`config.mk`:
```
export PLATFORM = sky130hd
export DESIGN_NAME = ps2_keyboard_rx
export DESIGN_NICKNAME = d
export VERILOG_FILES = /design/src/rtl/ps2_keyboard_rx_pkg.sv /design/src/rtl/ps2_keyboard_rx_frame.sv /design/src/rtl/ps2_keyboard_rx.sv
export SDC_FILE = /design/constraint.sdc
export NUM_CORES = 1
export LEC_CHECK = 0
export CORE_ASPECT_RATIO = 1.25
export CORE_MARGIN = 10
export CORE_UTILIZATION = 41
export DETAILED_ROUTE_END_ITERATION = 8
export GPL_TIMING_DRIVEN = 1
export SETUP_SLACK_MARGIN = 0.3
export SYNTH_ARGS = -nofsm -noshare
export SYNTH_HDL_FRONTEND = slang
export SYNTH_SLANG_ARGS = --single-unit
```
`constraint.sdc`:
```
create_clock -name clock -period 4.1 [get_ports clock]
set_input_delay 0.615 -clock clock [delete_from_list [all_inputs] [get_ports clock]]
set_output_delay 0.615 -clock clock [all_outputs]
set_load 0.01 [all_outputs]
```
`src/rtl/ps2_keyboard_rx_pkg.sv`:
```
// Shared constants and helpers for the PS/2 keyboard receiver.
package ps2_keyboard_rx_pkg;

  // Scan-code-set-2 prefix bytes folded into key events.
  localparam logic [7:0] PREFIX_EXT   = 8'hE0;
  localparam logic [7:0] PREFIX_BRK   = 8'hF0;
  localparam logic [7:0] PREFIX_PAUSE = 8'hE1;

  // Bytes still to swallow after the E1 that opens the 8-byte Pause sequence.
  localparam logic [2:0] PAUSE_SKIP = 3'd7;

  // Serial frame position: start bit, eight data bits, parity, stop.
  typedef enum logic [1:0] {
    FR_START,
    FR_DATA,
    FR_PARITY,
    FR_STOP
  } frame_state_t;

  // What a received byte means to the prefix FSM.
  typedef enum logic [2:0] {
    BC_KEY,
    BC_EXT,
    BC_BRK,
    BC_PAUSE,
    BC_IGNORE
  } byte_class_t;

  // Classify one good byte. Keyboard status/ack bytes come back as BC_IGNORE;
  // the caller still emits them when a prefix is pending.
  function automatic byte_class_t classify(input logic [7:0] b);
    byte_class_t cls;
    case (b)
      PREFIX_EXT:   cls = BC_EXT;
      PREFIX_BRK:   cls = BC_BRK;
      PREFIX_PAUSE: cls = BC_PAUSE;
      8'h00, 8'hAA, 8'hEE, 8'hFA,
      8'hFC, 8'hFD, 8'hFE, 8'hFF:
                    cls = BC_IGNORE;
      default:      cls = BC_KEY;
    endcase
    return cls;
  endfunction

endpackage

```
`src/rtl/ps2_keyboard_rx_frame.sv`:
```
// PS/2 device-to-host frame receiver: pin synchronisers, clock glitch filter,
// 11-bit frame FSM and inter-bit timeout. Produces one good byte (bvalid) or
// one error pulse (berr) per frame.
module ps2_frame
  import ps2_keyboard_rx_pkg::*;
#(
  parameter int FILTER  = 8,
  parameter int TIMEOUT = 5600
) (
  input  logic       clock,
  input  logic       reset,
  input  logic       ps2Ck,
  input  logic       ps2D,
  output logic [7:0] rx_byte,
  output logic       bvalid,
  output logic       berr
);

  localparam int                FLT_W    = $clog2(FILTER + 1);
  localparam logic [FLT_W-1:0]  FLT_LAST = FLT_W'(FILTER - 1);
  localparam int                TMO_W    = $clog2(TIMEOUT + 1);
  localparam logic [TMO_W-1:0]  TMO_LAST = TMO_W'(TIMEOUT - 1);

  logic             ck_meta, ck_sync, d_meta, d_sync;
  logic             ck_filt;
  logic [FLT_W-1:0] flt_cnt;
  logic             flt_flip, fall;

  frame_state_t     state, state_nxt;
  logic [2:0]       dcnt, dcnt_nxt;
  logic [7:0]       shreg, shreg_nxt;
  logic             par, par_nxt;
  logic [TMO_W-1:0] tmo_cnt, tmo_nxt;
  logic             bvalid_nxt, berr_nxt;

  // Two-flop synchronisers for both asynchronous pins (idle level is high).
  // NOTE: sequential state is always assigned with <= so every flop samples
  // the pre-edge value of its neighbours; a blocking = here would collapse
  // the two synchroniser stages into one.
  always_ff @(posedge clock) begin
    if (reset) begin
      ck_meta <= 1'b1;
      ck_sync <= 1'b1;
      d_meta  <= 1'b1;
      d_sync  <= 1'b1;
    end else begin
      ck_meta <= ps2Ck;
      ck_sync <= ck_meta;
      d_meta  <= ps2D;
      d_sync  <= d_meta;
    end
  end

  // The filtered clock flips on the FILTER-th consecutive differing sample;
  // the data bit is taken on that same edge when the flip is 1 -> 0.
  assign flt_flip = (ck_sync != ck_filt) && (flt_cnt == FLT_LAST);
  assign fall     = flt_flip && ck_filt;

  // Glitch filter: any sample equal to the current level restarts the count.
  always_ff @(posedge clock) begin
    if (reset) begin
      ck_filt <= 1'b1;
      flt_cnt <= '0;
    end else if (ck_sync == ck_filt) begin
      flt_cnt <= '0;
    end else if (flt_flip) begin
      ck_filt <= ck_sync;
      flt_cnt <= '0;
    end else begin
      flt_cnt <= flt_cnt + 1'b1;
    end
  end

  // Frame FSM state register and single-cycle result flags.
  always_ff @(posedge clock) begin
    if (reset) begin
      state   <= FR_START;
      dcnt    <= '0;
      shreg   <= '0;
      par     <= 1'b0;
      tmo_cnt <= '0;
      bvalid  <= 1'b0;
      berr    <= 1'b0;
    end else begin
      state   <= state_nxt;
      dcnt    <= dcnt_nxt;
      shreg   <= shreg_nxt;
      par     <= par_nxt;
      tmo_cnt <= tmo_nxt;
      bvalid  <= bvalid_nxt;
      berr    <= berr_nxt;
    end
  end

  // Next-state: advance one bit per filtered falling edge, judge parity/stop
  // on the last bit, and abandon a partial frame when the line goes quiet.
  // NOTE: every signal written below gets a default first, so no path through
  // the block leaves a value unassigned and no latch is inferred.
  always_comb begin
    state_nxt  = state;
    dcnt_nxt   = dcnt;
    shreg_nxt  = shreg;
    par_nxt    = par;
    tmo_nxt    = tmo_cnt;
    bvalid_nxt = 1'b0;
    berr_nxt   = 1'b0;

    if (fall) begin
      tmo_nxt = '0;
      case (state)
        FR_START: begin
          // A high start bit is line noise, not a frame.
          if (!d_sync) begin
            state_nxt = FR_DATA;
            dcnt_nxt  = '0;
          end
        end
        FR_DATA: begin
          shreg_nxt = {d_sync, shreg[7:1]};
          dcnt_nxt  = dcnt + 3'd1;
          if (dcnt == 3'd7) state_nxt = FR_PARITY;
        end
        FR_PARITY: begin
          par_nxt   = d_sync;
          state_nxt = FR_STOP;
        end
        FR_STOP: begin
          state_nxt = FR_START;
          if (d_sync && (^{shreg, par})) bvalid_nxt = 1'b1;
          else                           berr_nxt   = 1'b1;
        end
        default: state_nxt = FR_START;
      endcase
    end else if (state != FR_START) begin
      if (tmo_cnt == TMO_LAST) begin
        state_nxt = FR_START;
        tmo_nxt   = '0;
        berr_nxt  = 1'b1;
      end else begin
        tmo_nxt = tmo_cnt + 1'b1;
      end
    end
  end

  // The shift register holds the completed byte until the next data bit.
  assign rx_byte = shreg;

endmodule

```
`src/rtl/ps2_keyboard_rx.sv`:
```
// PS/2 keyboard front end: turns raw PS/2 pins into strb/make/code/ext key
// events, folding the E0 (extended), F0 (break) and E1 (Pause) prefixes.
module ps2_keyboard_rx
  import ps2_keyboard_rx_pkg::*;
#(
  parameter int FILTER  = 8,
  parameter int TIMEOUT = 5600
) (
  input  logic       clock,
  input  logic       reset,
  input  logic       ps2Ck,
  input  logic       ps2D,
  output logic       strb,
  output logic       make,
  output logic [7:0] code,
  output logic       ext,
  output logic       err
);

  logic [7:0]  rx_byte;
  logic        bvalid, berr;

  logic        ext_flag, ext_flag_nxt;
  logic        brk_flag, brk_flag_nxt;
  logic [2:0]  skip, skip_nxt;
  logic        strb_nxt, make_nxt, ext_nxt;
  logic [7:0]  code_nxt;
  byte_class_t cls;

  ps2_frame #(
    .FILTER  (FILTER),
    .TIMEOUT (TIMEOUT)
  ) u_frame (
    .clock   (clock),
    .reset   (reset),
    .ps2Ck   (ps2Ck),
    .ps2D    (ps2D),
    .rx_byte (rx_byte),
    .bvalid  (bvalid),
    .berr    (berr)
  );

  // Frame errors leave the frame receiver already registered, so they show
  // up in the cycle right after the stop sample.
  assign err = berr;

  // Prefix flags, Pause skip counter and the held key-event outputs.
  always_ff @(posedge clock) begin
    if (reset) begin
      ext_flag <= 1'b0;
      brk_flag <= 1'b0;
      skip     <= '0;
      strb     <= 1'b0;
      make     <= 1'b0;
      code     <= 8'h00;
      ext      <= 1'b0;
    end else begin
      ext_flag <= ext_flag_nxt;
      brk_flag <= brk_flag_nxt;
      skip     <= skip_nxt;
      strb     <= strb_nxt;
      make     <= make_nxt;
      code     <= code_nxt;
      ext      <= ext_nxt;
    end
  end

  // Byte FSM: swallow Pause bytes, latch prefixes, drop status bytes, and
  // otherwise emit one event carrying and clearing the pending prefixes.
  always_comb begin
    ext_flag_nxt = ext_flag;
    brk_flag_nxt = brk_flag;
    skip_nxt     = skip;
    strb_nxt     = 1'b0;
    make_nxt     = make;
    code_nxt     = code;
    ext_nxt      = ext;
    cls          = classify(rx_byte);

    if (berr) begin
      ext_flag_nxt = 1'b0;
      brk_flag_nxt = 1'b0;
      skip_nxt     = '0;
    end else if (bvalid) begin
      if (skip != 3'd0) begin
        skip_nxt = skip - 3'd1;
      end else begin
        case (cls)
          BC_PAUSE: skip_nxt     = PAUSE_SKIP;
          BC_EXT:   ext_flag_nxt = 1'b1;
          BC_BRK:   brk_flag_nxt = 1'b1;
          default: begin
            // Status bytes only count as keys when a prefix makes them one.
            if (cls == BC_KEY || ext_flag || brk_flag) begin
              strb_nxt     = 1'b1;
              code_nxt     = rx_byte;
              make_nxt     = !brk_flag;
              ext_nxt      = ext_flag;
              ext_flag_nxt = 1'b0;
              brk_flag_nxt = 1'b0;
            end
          end
        endcase
      end
    end
  end

endmodule

```
==> flow_summary.json <==
{
  "fin_tns_setup_ps": 0,
  "avgSynthCellArea_sq_um": 9.48,
  "cts_buffer_depth": 2,
  "synthesis.area_sq_um": 2480,
  "synth_warnings": 0,
  "drc": 0,
  "grt_max_degree": 23,
  "startpoint_type": "flip-flop",
  "crit_type": "flip-flop to flip-flop",
  "die_y_um": 107,
  "synth_top_area_share_pct": 43.5,
  "dp_hpwl_um": 3120,
  "final_cell_mix": "54 x dfxtp_1, 44 x nor2_1, 18 x mux2i_1, 15 x clkdlybuf4s50_1, 12 x xor2_1",
  "met3_usage_pct": 2.73,
  "tightest_slew_ps": 784,
  "final_common_cell": "dfxtp_1",
  "final_core_util_pct": 46.7,
  "drv_slew": 0,
  "layout-drive-gt1-share_pct": 5.58,
  "multi_input_area_sq_um": 1280,
  "ys_async_sr_fraction_pct": 0,
  "clk_pin_slew_worst_paths_ps": 90,
  "avgViaCountPerCell": 5.05,
  "die_x_um": 89.6,
  "grt_pass1_wl_um": 7760,
  "gr-total-overflow": 0,
  "numClockSinks": 54,
  "routed_wl_um": 4390,
  "post_cts_buffers": 0,
  "initial_core_util_pct": 42.4,
  "cellPowerDensity_nw_per_um2": 302,
  "synth_edf_count": 0,
  "fin_crit_ps": 2220,
  "status": "finished clean",
  "fmax_mhz": 451,
  "grt_util_met2_pct": 17.1,
  "fin_cells": 351,
  "root_buffer": "clkbuf_8",
  "io_pins": 16,
  "syn-instance-count": 262,
  "drt_first_pass_iters": 4,
  "core_sq_um": 5860,
  "grt_use_met1_pct": 11.0,
  "busiest_layer": "met2",
  "grt_pass1_vias": 1779,
  "synth_top_area_cell": "dfxtp_1",
  "path_cells": "or4_1, o22a_1, o221ai_2, mux2i_1, nor2_1",
  "ir_worst_vdd_mv": 0.165,
  "seq_area_sq_um": 1080,
  "dieArea_sq_um": 9590,
  "yosysSeqAreaShare_pct": 43.5,
  "slowest_delay_ps": 590,
  "relSlewSlack_pct": 47.6,
  "postRouteAntennaNets": 0,
  "row_count": 31,
  "cap_violations": 0,
  "power.leakage_nw": 1.13,
  "hold_path.class": "flip-flop to flip-flop",
  "routabilityCongestion": 0.785,
  "timing.final.hold_violations": 0,
  "setup_violations": 0,
  "endpoint_kind": "flip-flop",
  "cts-htree-levels": 2,
  "ys_ff_latch": 54,
  "cts_buffers": 5,
  "n_antenna_cell": 0,
  "port_buffers": 15,
  "finClkSkew_ps": 7.73,
  "nets": 285,
  "arrival_ps": 2380,
  "synth.distinct_cells": 49,
  "cts_resized": 0,
  "cp_max_fo": 11,
  "drt_iter0_markers": 53,
  "cts_hold_buf": 0,
  "synth.area.top_cells": "dfxtp_1 44%, mux2i_1 7.3%, nor2_1 6.6%",
  "hold_ws_ps": 413,
  "antenna_found_initial": 0,
  "synthFlopType": "dfxtp_1",
  "period_share_pct": 54.0,
  "crit_path_top_delay_cell": "o221ai_2",
  "synth_nets": 277,
  "fill_cells": 575,
  "worstPathRequired_ps": 4270,
  "dp.cells": 345,
  "cts_tree": "done",
  "grt_usage_pct": 9.91,
  "syn_to_final_growth_pct": 10.2,
  "rsz0062_at_grt": "no",
  "drt-wirelength-per-cell_um": 12.5,
  "vias": 1772,
  "clk_latency_ps": 300
}
[critical path, delay by kind of cell (launching register included)]
| kind | cells | cell delay [ps] |
|---|---|---|
| muxes | 1 | 260 |
| and+or+nand+nor | 2 | 590 |
| DFF | 1 | 400 |
| AOI/OAI and AO/OA | 2 | 820 |
[synthesized netlist by cell type (2+ instances only)]
library cell / count
ha_1: 11
a21oi_1: 6
nand3_1: 5
or3_1: 2
and3_1: 6
buf_6: 2
inv_1: 10
xnor2_1: 8
a311oi_1: 2
xor2_1: 12
dfxtp_1: 54
nand3b_1: 4
nand4b_1: 3
nand2b_1: 4
o21ai_0: 3
clkbuf_1: 6
nand2_1: 11
a32oi_1: 3
o21a_1: 2
nor2b_1: 2
buf_4: 4
or2_2: 4
buf_2: 3
mux2i_1: 18
nor3_1: 8
nor2_1: 44
a211o_1: 2
a21o_1: 2
[final timing paths]
path / endpoint / cells after the start / slack (ps) / startpoint
min reg2reg: u_frame.ck_sync / 1 / 410 / u_frame.ck_meta
max: code[1] / 5 / 1880 / u_frame.rx_byte[4]
max reg2reg: code[1] / 5 / 1880 / u_frame.rx_byte[4]
min: u_frame.ck_sync / 1 / 410 / u_frame.ck_meta
[per-layer routing]
| metal | wire [um] | part of all wire [%] |
|---|---|---|
| met5 | 0 | 0 |
| met1 | 2020 | 46 |
| met3 | 142 | 3.2 |
| met4 | 73 | 1.7 |
| met2 | 2160 | 49 |
[report_power, final]
part | switching [mW] | total [mW] | internal [mW]
clock | 0.154 | 0.285 | 0.131
sequential | 0.00120 | 0.527 | 0.526
combinational | 0.00947 | 0.0155 | 0.00603
[registers in the layout, indices dropped and copies added (netlist names), 2 cells and up]
| name | flops |
|---|---|
| u_frame.tmo_cnt | 13 |
| code | 8 |
| u_frame.rx_byte | 8 |
| u_frame.flt_cnt | 4 |
| skip | 3 |
| u_frame.dcnt | 3 |
| u_frame.state | 2 |
[stage by stage]
| step | power (mW) | setup WS, ps | cell area, sq um |
|---|---|---|---|
| 3_3_place_gp | 0.555 | 1840 | 2660 |
| 2_1_floorplan | 0.549 | 2240 | 2480 |
| 5_1_grt | 0.868 | 1720 | 2740 |
| 6_report | 0.828 | 1880 | 2740 |
| 4_1_cts | 0.846 | 1860 | 2740 |
| 3_5_place_dp | 0.555 | 1840 | 2660 |
[layout make-up]
cell class | count | share of cell area, %
clock buffer | 6 | 3.02
inverter | 10 | 1.37
multi-input combinational | 183 | 46.6
sequential | 54 | 39.5
tap | 82 | 3.75
timing repair buffer | 16 | 5.76
[cells by family (layout without fill, tap and decap cells)]
| family | count (synthesis) | after routing | share of synthesized area, % |
|---|---|---|---|
| xor+xnor | 21 | 21 | 7.96 |
| compound gates | 32 | 32 | 10.2 |
| buf+inv | 25 | 32 | 5.14 |
| fa+ha+maj | 11 | 11 | 5.54 |
| mux | 19 | 19 | 7.70 |
| flops | 54 | 54 | 43.5 |
| simple gates | 100 | 100 | 19.9 |
Note: power is estimated with default switching activity, not from simulation.
